[src/rtl/multicycle_main_fsm.sv]
// Main control FSM for a multicycle CPU: Moore datapath controls plus a retire counter.
// Optional MEM_WAIT_EN: FETCH, MEMREAD and MEMWRITE stall until MemReady is high.
module multicycle_main_fsm (
  input  logic        clk,
  input  logic        reset,
  input  logic [1:0]  Op,
  input  logic [5:0]  Funct,
  input  logic        MemReady,
  output logic        IRWrite,
  output logic        NextPC,
  output logic        RegW,
  output logic        MemW,
  output logic        Branch,
  output logic        ALUOp,
  output logic        AdrSrc,
  output logic [1:0]  ALUSrcA,
  output logic [1:0]  ALUSrcB,
  output logic [1:0]  ResultSrc,
  output logic [3:0]  State,
  output logic        Illegal,
  output logic        InstrDone,
  output logic [15:0] InstrCount
);

  typedef enum logic [3:0] {
    S_FETCH    = 4'd0,
    S_DECODE   = 4'd1,
    S_MEMADR   = 4'd2,
    S_MEMREAD  = 4'd3,
    S_MEMWB    = 4'd4,
    S_MEMWRITE = 4'd5,
    S_EXECUTER = 4'd6,
    S_EXECUTEI = 4'd7,
    S_ALUWB    = 4'd8,
    S_BRANCH   = 4'd9
  } state_t;

  typedef struct packed {
    logic       irwrite;
    logic       nextpc;
    logic       regw;
    logic       memw;
    logic       branch;
    logic       aluop;
    logic       adrsrc;
    logic [1:0] srca;
    logic [1:0] srcb;
    logic [1:0] res;
    logic       done;
  } ctrl_t;

  function automatic ctrl_t ctrl_for(input state_t s);
    ctrl_t c;
    c = '0;
    case (s)
      S_FETCH:    begin c.irwrite = 1'b1; c.nextpc = 1'b1; c.srca = 2'b01; c.srcb = 2'b10; c.res = 2'b10; end
      S_DECODE:   begin c.srca = 2'b01; c.srcb = 2'b10; c.res = 2'b10; end
      S_MEMADR:   begin c.srca = 2'b00; c.srcb = 2'b01; end
      S_MEMREAD:  begin c.adrsrc = 1'b1; c.res = 2'b00; end
      S_MEMWB:    begin c.res = 2'b01; c.regw = 1'b1; c.done = 1'b1; end
      S_MEMWRITE: begin c.adrsrc = 1'b1; c.memw = 1'b1; c.done = 1'b1; end
      S_EXECUTER: begin c.srcb = 2'b00; c.aluop = 1'b1; end
      S_EXECUTEI: begin c.srcb = 2'b01; c.aluop = 1'b1; end
      S_ALUWB:    begin c.res = 2'b00; c.regw = 1'b1; c.done = 1'b1; end
      S_BRANCH:   begin c.srcb = 2'b01; c.res = 2'b10; c.branch = 1'b1; c.done = 1'b1; end
      default:    c = '0;
    endcase
    return c;
  endfunction

  state_t      r_state;
  state_t      w_next;
  ctrl_t       r_ctrl;
  logic [15:0] r_count;
  logic        w_mem_ready;
  logic        w_illegal;
  logic        w_done;

`ifdef MEM_WAIT_EN
  assign w_mem_ready = MemReady;
`else
  logic w_unused_memready;
  assign w_unused_memready = MemReady;
  assign w_mem_ready       = 1'b1;
`endif

  always_comb begin
    w_next = S_FETCH;
    case (r_state)
      S_FETCH:    w_next = w_mem_ready ? S_DECODE : S_FETCH;
      S_DECODE: begin
        case (Op)
          2'b01:   w_next = S_MEMADR;
          2'b00:   w_next = Funct[5] ? S_EXECUTEI : S_EXECUTER;
          2'b10:   w_next = S_BRANCH;
          default: w_next = S_FETCH;
        endcase
      end
      S_MEMADR:   w_next = Funct[0] ? S_MEMREAD : S_MEMWRITE;
      S_MEMREAD:  w_next = w_mem_ready ? S_MEMWB : S_MEMREAD;
      S_MEMWRITE: w_next = w_mem_ready ? S_FETCH : S_MEMWRITE;
      S_EXECUTER: w_next = S_ALUWB;
      S_EXECUTEI: w_next = S_ALUWB;
      default:    w_next = S_FETCH;
    endcase
  end

  // Illegal decode retires in DECODE itself; a stalled store retires only once memory accepts it.
  assign w_illegal = (r_state == S_DECODE) && (Op == 2'b11);
  assign w_done    = (r_ctrl.done && ((r_state != S_MEMWRITE) || w_mem_ready)) || w_illegal;

  // Controls are registered from the next state so they line up with r_state.
  always_ff @(posedge clk or posedge reset) begin
    if (reset) begin
      r_state <= S_FETCH;
      r_ctrl  <= ctrl_for(S_FETCH);
      r_count <= 16'h0000;
    end else begin
      r_state <= w_next;
      r_ctrl  <= ctrl_for(w_next);
      if (w_done) r_count <= r_count + 16'h0001;
    end
  end

  assign IRWrite    = r_ctrl.irwrite & w_mem_ready;
  assign NextPC     = r_ctrl.nextpc & w_mem_ready;
  assign RegW       = r_ctrl.regw;
  assign MemW       = r_ctrl.memw;
  assign Branch     = r_ctrl.branch;
  assign ALUOp      = r_ctrl.aluop;
  assign AdrSrc     = r_ctrl.adrsrc;
  assign ALUSrcA    = r_ctrl.srca;
  assign ALUSrcB    = r_ctrl.srcb;
  assign ResultSrc  = r_ctrl.res;
  assign State      = r_state;
  assign Illegal    = w_illegal;
  assign InstrDone  = w_done;
  assign InstrCount = r_count;

endmodule

[config.mk]
export PLATFORM = sky130hd
export DESIGN_NAME = multicycle_main_fsm
export DESIGN_NICKNAME = d
export VERILOG_FILES = /design/src/rtl/multicycle_main_fsm.sv
export SDC_FILE = /design/constraint.sdc
export NUM_CORES = 1
export LEC_CHECK = 0
export ABC_AREA = 1
export CORE_MARGIN = 2
export CORE_UTILIZATION = 42
export DETAILED_ROUTE_END_ITERATION = 8
export HOLD_SLACK_MARGIN = 0.03
export PLACE_DENSITY = 0.75
export SLEW_MARGIN = 20
export SYNTH_ARGS = -nofsm -noshare
export SYNTH_HDL_FRONTEND = slang
export SYNTH_SLANG_ARGS = --single-unit
[constraint.sdc]
create_clock -name clk -period 1.6 [get_ports clk]
set_clock_uncertainty 0.2 [all_clocks]
set_input_delay 0.48 -clock clk [delete_from_list [all_inputs] [get_ports clk]]
set_output_delay 0.48 -clock clk [all_outputs]
set_load 0.05 [all_outputs]
==> impl_results.md, run 1 <==
* Outcome: finished, violations left
* Violated checks: negative setup slack
* Cell mode on critical path: nand2_4
* Vias in the first global route at 1,625
* Cts hold-fix bufs at 0
* Final HPWL DP at 3000 um
* Top routing layer in use: met4
* Drt drc at 0
* Total Power at 6.01 mW
* Req. time, crit path at 920 ps
* Cell Pwr Density at 1960 mW/mm^2
* First-pass GRT wire length at 7960 um
* Initial antenna violation count at 0
* Clk_lat worst skew at 300 ps
* Routed WL per cell at 18.8 um
* Synth top cells by count: nand2_1, dfrtp_1, nor2_1, inv_1, nand3_1
* CTS clk-pin slew, worst paths at 70 ps
* Worst-path fanout max at 2
* Vias per cell at 5.36
* Post-Synth XOR/XNOR Area at 0.0665
* Post-Synth Simple-Gate Area at 0.301
* P_leak at 1.49 nW
* Synthesis warning total at 0
* CTS Buf Count at 5
* IO Count at 46
* Mux cell area share after synthesis at 0
* Async SR Flop Fraction at 1.00
* Share of cells above drive strength 1 at 0.580
* Setup TNS Final at -5940 ps
* Rows at 22
* Post-synth top area share at 0.433
* Fin crit period at 1990 ps
* Largest net degree at the start of global routing at 22
* TritonRoute pass-1 iters at 5
* Dominant cell by count in the synthesized netlist: nand2_1
* Die extent in x at 66.1 um
* Top area cells in the synthesized netlist: dfrtp_1, nand2_1, dfstp_2, nor2_1, inv_1
* FMAX at 0.504 GHz
* Tot GR Track Use at 0.247
* Ant diodes at 0
* DRT iter0 DRCs at 184
* RSZ-0062 raised after global routing: true
* Post-DRT Antenna Nets at 0
* Critical Path Slowest Stage Cell: dfrtp_2
* Post-synth EDFFs at 0
* Max cap viols at 0
* Final hold vios at 0
* Final setup vio count at 41
* Final period util at 1.24
* Core region area at 0.00369 mm^2
* IO Port Bufs at 39
* Gate Count Post-Synth at 192
* H-tree levels at 2
* Largest family of logic cells by synthesized area: simple AND/OR/NAND/NOR gates
* Worst Setup Path Type: reg2out
* Peak per-stage delay on the critical path at 420 ps
* Mapped Avg Cell Area at 8.43 um^2
* Crit end category: output port
* FF+latch count, synth at 32
* CTS max path bufs at 2
* Worst hold path type: in2async
* Final nets at 292
* Max rail drop VDD at 1280 uV
* Worst Slack Setup Final at -385 ps
* Routed WL at 6190 um
* Met3 wire length at 440 um
* Synth area leader: dfrtp_1
* Post-Synth Adder-Cell Area at 0.00773
* Die Height at 66.1 um
* Vias at 1,765
* Placer congestion estimate at 0.906
* Crit path launch type: register
* Net Count, Synth at 204
* Mapped Area at 0.00162 mm^2
* WP data arrival at 1310 ps
* DIE AREA at 0.00436 mm^2
* DR WL met2 at 3050 um
* Layout area overhead at 89.7%
* Distinct cell type count after synthesis at 23
* Root buffer cell: clkbuf_8
* Post-synthesis sequential area ratio at 0.498
* Initial core utilization at 0.439
* Ys flop type: dfrtp_1
* CP cell instances: inv_2, nand2_4, nor2_4, nand2_4, nand2_4, buf_12
* Clock sinks at 32
* CTS tree: done
* GRT overflow at 0
* Met1 Wirelength at 2260 um
* R2R Setup Slk at -310 ps
* Complex-gate fraction of the synthesized area at 0.0201
* Slew Viols, Final at 0
## cell families (layout without fill, tap and decap cells)
kind of cell	count (synthesis)	count (layout)
flops	32	32
compound gates	6	6
fa+ha+maj	1	1
simple gates	110	110
buf+inv	34	123
xor+xnor	8	8
other cells	1	1
## flip-flops by register name (all words and copies together) (netlist names), 2 cells and up
| name | flops |
|---|---|
| InstrCount | 16 |
| State | 4 |
| ALUSrcB | 2 |
| ResultSrc | 2 |
## area by class of cell
| cell class | instances | area [um^2] |
|---|---|---|
| clock buffer | 8 | 90.1 |
| fill | 176 | 619 |
| inverter | 25 | 108 |
| multi-input combinational | 126 | 781 |
| sequential | 32 | 831 |
| tap | 48 | 60.1 |
| timing repair buffer | 90 | 1200 |
## power breakdown
part / internal, mW / switching (mW)
clock: 0.351 / 0.312
sequential: 1.09 / 0.302
combinational: 1.90 / 2.05
total: 3.34 / 2.66
## worst max-delay path, delay by kind of cell (launching register included)
family,cells,cell delay (ps)
flip-flops,1,420
AND/OR/NAND/NOR,4,380
buffers and inverters,2,230
## per-layer routing
metal,vias up,track usage
met2,137,0.431
met5,-,0
li1,757,-
met1,828,0.286
met4,0,0.0893
met3,43,0.0750
## layout by cell type, fill, tap and decap left out, types with 2 or more instances in the layout
| cell | n |
|---|---|
| nand2_1 | 46 |
| nand4_1 | 6 |
| nand2_4 | 11 |
| nand3_1 | 6 |
| xnor2_2 | 5 |
| nand2_2 | 8 |
| xor2_1 | 2 |
| o21ai_1 | 3 |
| clkbuf_8 | 6 |
| buf_4 | 38 |
| dfrtp_2 | 20 |
| dfrtp_1 | 8 |
| clkdlybuf4s50_1 | 2 |
| clkbuf_1 | 2 |
| dlygate4sd2_1 | 2 |
| nor2_4 | 4 |
| inv_1 | 15 |
| nor2_2 | 5 |
| nand3_2 | 3 |
| inv_2 | 7 |
| dfstp_2 | 4 |
| nor2_1 | 18 |
| buf_12 | 36 |
| nor3_1 | 2 |
| buf_6 | 9 |
## final timing paths
path | start | endpoint | cells after the start
setup / recovery | State[2] | InstrDone | 6
hold / removal | reset | ALUSrcB[0] | 3
setup reg to reg | State[2] | InstrCount[11] | 12
hold reg to reg | InstrCount[15] | InstrCount[15] | 2
max in group asynchronous | reset | InstrCount[5] | 3
min in group clk | InstrCount[15] | InstrCount[15] | 2
## through the flow
stage	cells	cell area (um^2)	hold slack [ps]	worst slack [ps]	utilization
floorplan	192	1720	352	-247	-
global placement	298	2630	317	-471	0.713
detailed placement	298	2630	334	-509	0.713
CTS	311	2840	326	-343	0.769
global route	329	3070	323	-413	0.832
finish	329	3070	303	-385	0.832
## what timing repair did
item,in CTS,in global routing
pin swaps,8,9
gates resized for setup,22,40
cloned,1,0
buffers inserted,7,20
endpoints found under the setup margin,36,45
Power figures use the tool's default switching activity.
==> run 2: changes to the inputs <==
--- a/config.mk
+++ b/config.mk
@@ -7,10 +7,11 @@
 export LEC_CHECK = 0
 export ABC_AREA = 1
 export CORE_MARGIN = 2
-export CORE_UTILIZATION = 42
+export CORE_UTILIZATION = 44
+export CTS_BUF_LIST = sky130_fd_sc_hd__clkbuf_4 sky130_fd_sc_hd__clkbuf_8
 export DETAILED_ROUTE_END_ITERATION = 8
 export HOLD_SLACK_MARGIN = 0.03
-export PLACE_DENSITY = 0.75
+export PLACE_DENSITY = 0.78
 export SLEW_MARGIN = 20
 export SYNTH_ARGS = -nofsm -noshare
 export SYNTH_HDL_FRONTEND = slang
==> impl_results.md, run 2 (synthesized netlist as in run 1, its figures left out) <==
* Outcome: finished, violations left
* Violated checks: negative setup slack
* Rows at 22
* Worst Slack Setup Final at -395 ps
* IO Port Bufs at 39
* Reg power frac at 0.216
* R2R Setup Slk at -280 ps
* Crit end category: output port
* Final setup vio count at 37
* FMAX at 0.501 GHz
* Busiest grt layer: met2
* Final core occ at 0.873
* CTS tree: done
* Final hold vios at 0
* First-pass GRT wire length at 9270 um
* Max rail drop VDD at 1390 uV
* CP Launch Point: State[2]
* Die extent in x at 64.6 um
* Max reg flops at 16
* Share of cells above drive strength 1 at 0.591
* DIE AREA at 0.00418 mm^2
* Routed WL per cell at 21.0 um
* Layout area overhead at 94.7%
* CTS max path bufs at 2
* Req. time, crit path at 920 ps
* Ant diodes at 0
* Tot GR Track Use at 0.303
* Vias per cell at 5.50
* Fin crit period at 2000 ps
* Root buffer cell: clkbuf_8
* Final period util at 1.25
* TritonRoute pass-1 iters at 4
* Post-DRT Antenna Nets at 0
* R2R Path Start: State[2]
* Clock sinks at 32
* Worst hold path type: reg2reg
* Placer congestion estimate at 0.877
* Crit path to: InstrDone
* Switching part of the total at 0.432
* Clock Power Share at 0.135
* CTS Buf Count at 5
* P_leak at 1.51 nW
* Crit path launch type: register
* Clk_lat worst skew at 290 ps
* Met1 Track Usage GR at 0.350
* Worst Setup Path Type: reg2out
* Vias in the first global route at 1,777
* Pre-CTS WS at -502 ps
* Met3 usage at 0.0747
* IO Count at 46
* Final HPWL DP at 3040 um
* R2R cell count at 11
* Reg2reg end: InstrCount[3]
* P_int at 3.60 mW
* Initial core utilization at 0.449
* Max cap viols at 0
* RSZ-0062 raised after global routing: true
* Setup TNS Final at -6050 ps
* GR Util met2 at 0.540
* Routed WL at 6890 um
* GRT overflow at 0
* Cell Pwr Density at 2010 mW/mm^2
* Slew Viols, Final at 0
* Most common cell after layout, fill and taps aside: nand2_1
* Sw Pwr at 2.74 mW
* Core region area at 0.00361 mm^2
* Largest net degree at the start of global routing at 33
* CTS clk-pin slew, worst paths at 60 ps
* Final nets at 292
* WP data arrival at 1320 ps
* Combinational share of power at 0.649
* Worst-path fanout max at 2
* Initial antenna violation count at 0
* Commonest non-fill, non-tap cells in the layout: nand2_1, buf_12, buf_4
* H-tree levels at 2
* Die Height at 64.6 um
* Vias at 1,810
* DRT iter0 DRCs at 123
* Drt drc at 0
[run 2: critical path, cell delays in order (launching register included)]
cell and delay (ps):
dfrtp_2 420, inv_2 90, nand2_4 70, nor2_4 120, nand2_4 90, nand2_4 100, buf_12 140
[run 2: repair_timing]
item                                    in CTS  in global routing
buffers inserted                            12                 19
gates cloned                                 1                  0
gates resized for setup                     17                 48
hold endpoints to repair                     0                  0
hold buffers                                 0                  0
endpoints found under the setup margin      41                 44
pin swaps                                    6                 12
[run 2: layout make-up]
type / instances / area [um^2]
Timing Repair Buffer: 90 / 1220
Sequential cell: 32 / 830
Multi-Input combinational cell: 126 / 802
Fill cell: 139 / 457
Inverter: 25 / 108
Clock buffer: 7 / 96.3
Tap cell: 48 / 60.1
Clock inverter: 1 / 30.0
[run 2: power groups by stage]
stage | logic [mW] | registers (mW) | clock network [mW]
2_1_floorplan | 1.15 | 1.81 | 0
3_3_place_gp | 2.97 | 1.34 | 0
3_5_place_dp | 3.05 | 1.36 | 0
4_1_cts | 3.40 | 1.34 | 0.836
5_1_grt | 4.25 | 1.39 | 0.904
6_report | 4.11 | 1.37 | 0.858
[run 2: per-stage QoR]
step | std cells | instance area (um^2) | power, mW | hold WS [ps]
after floorplan | 192 | 1720 | 2.96 | 352
after global placement | 294 | 2610 | 4.31 | 330
after detailed placement | 294 | 2610 | 4.41 | 333
after CTS | 314 | 2890 | 5.58 | 319
after global routing | 329 | 3150 | 6.54 | 330
final | 329 | 3150 | 6.33 | 317
[run 2: how the worst min path moves through the flow]
stage / from / end / slack [ps] / depth (start not counted)
after floorplan: Funct[0] / MemW / 350 / 1
after global placement: InstrCount[6] / InstrCount[6] / 330 / 1
after detailed placement: InstrCount[7] / InstrCount[7] / 330 / 1
after CTS: InstrCount[4] / InstrCount[4] / 320 / 1
after global routing: InstrCount[4] / InstrCount[4] / 330 / 1
final: InstrCount[4] / InstrCount[4] / 320 / 1
[run 2: layer usage]
layer / vias to the layer above / wire length, um / part of all wire
met5: - / 0 / 0
met4: 0 / 408 / 0.059
met3: 40 / 499 / 0.072
met2: 103 / 3420 / 0.50
met1: 908 / 2560 / 0.37
li1: 759 / - / -
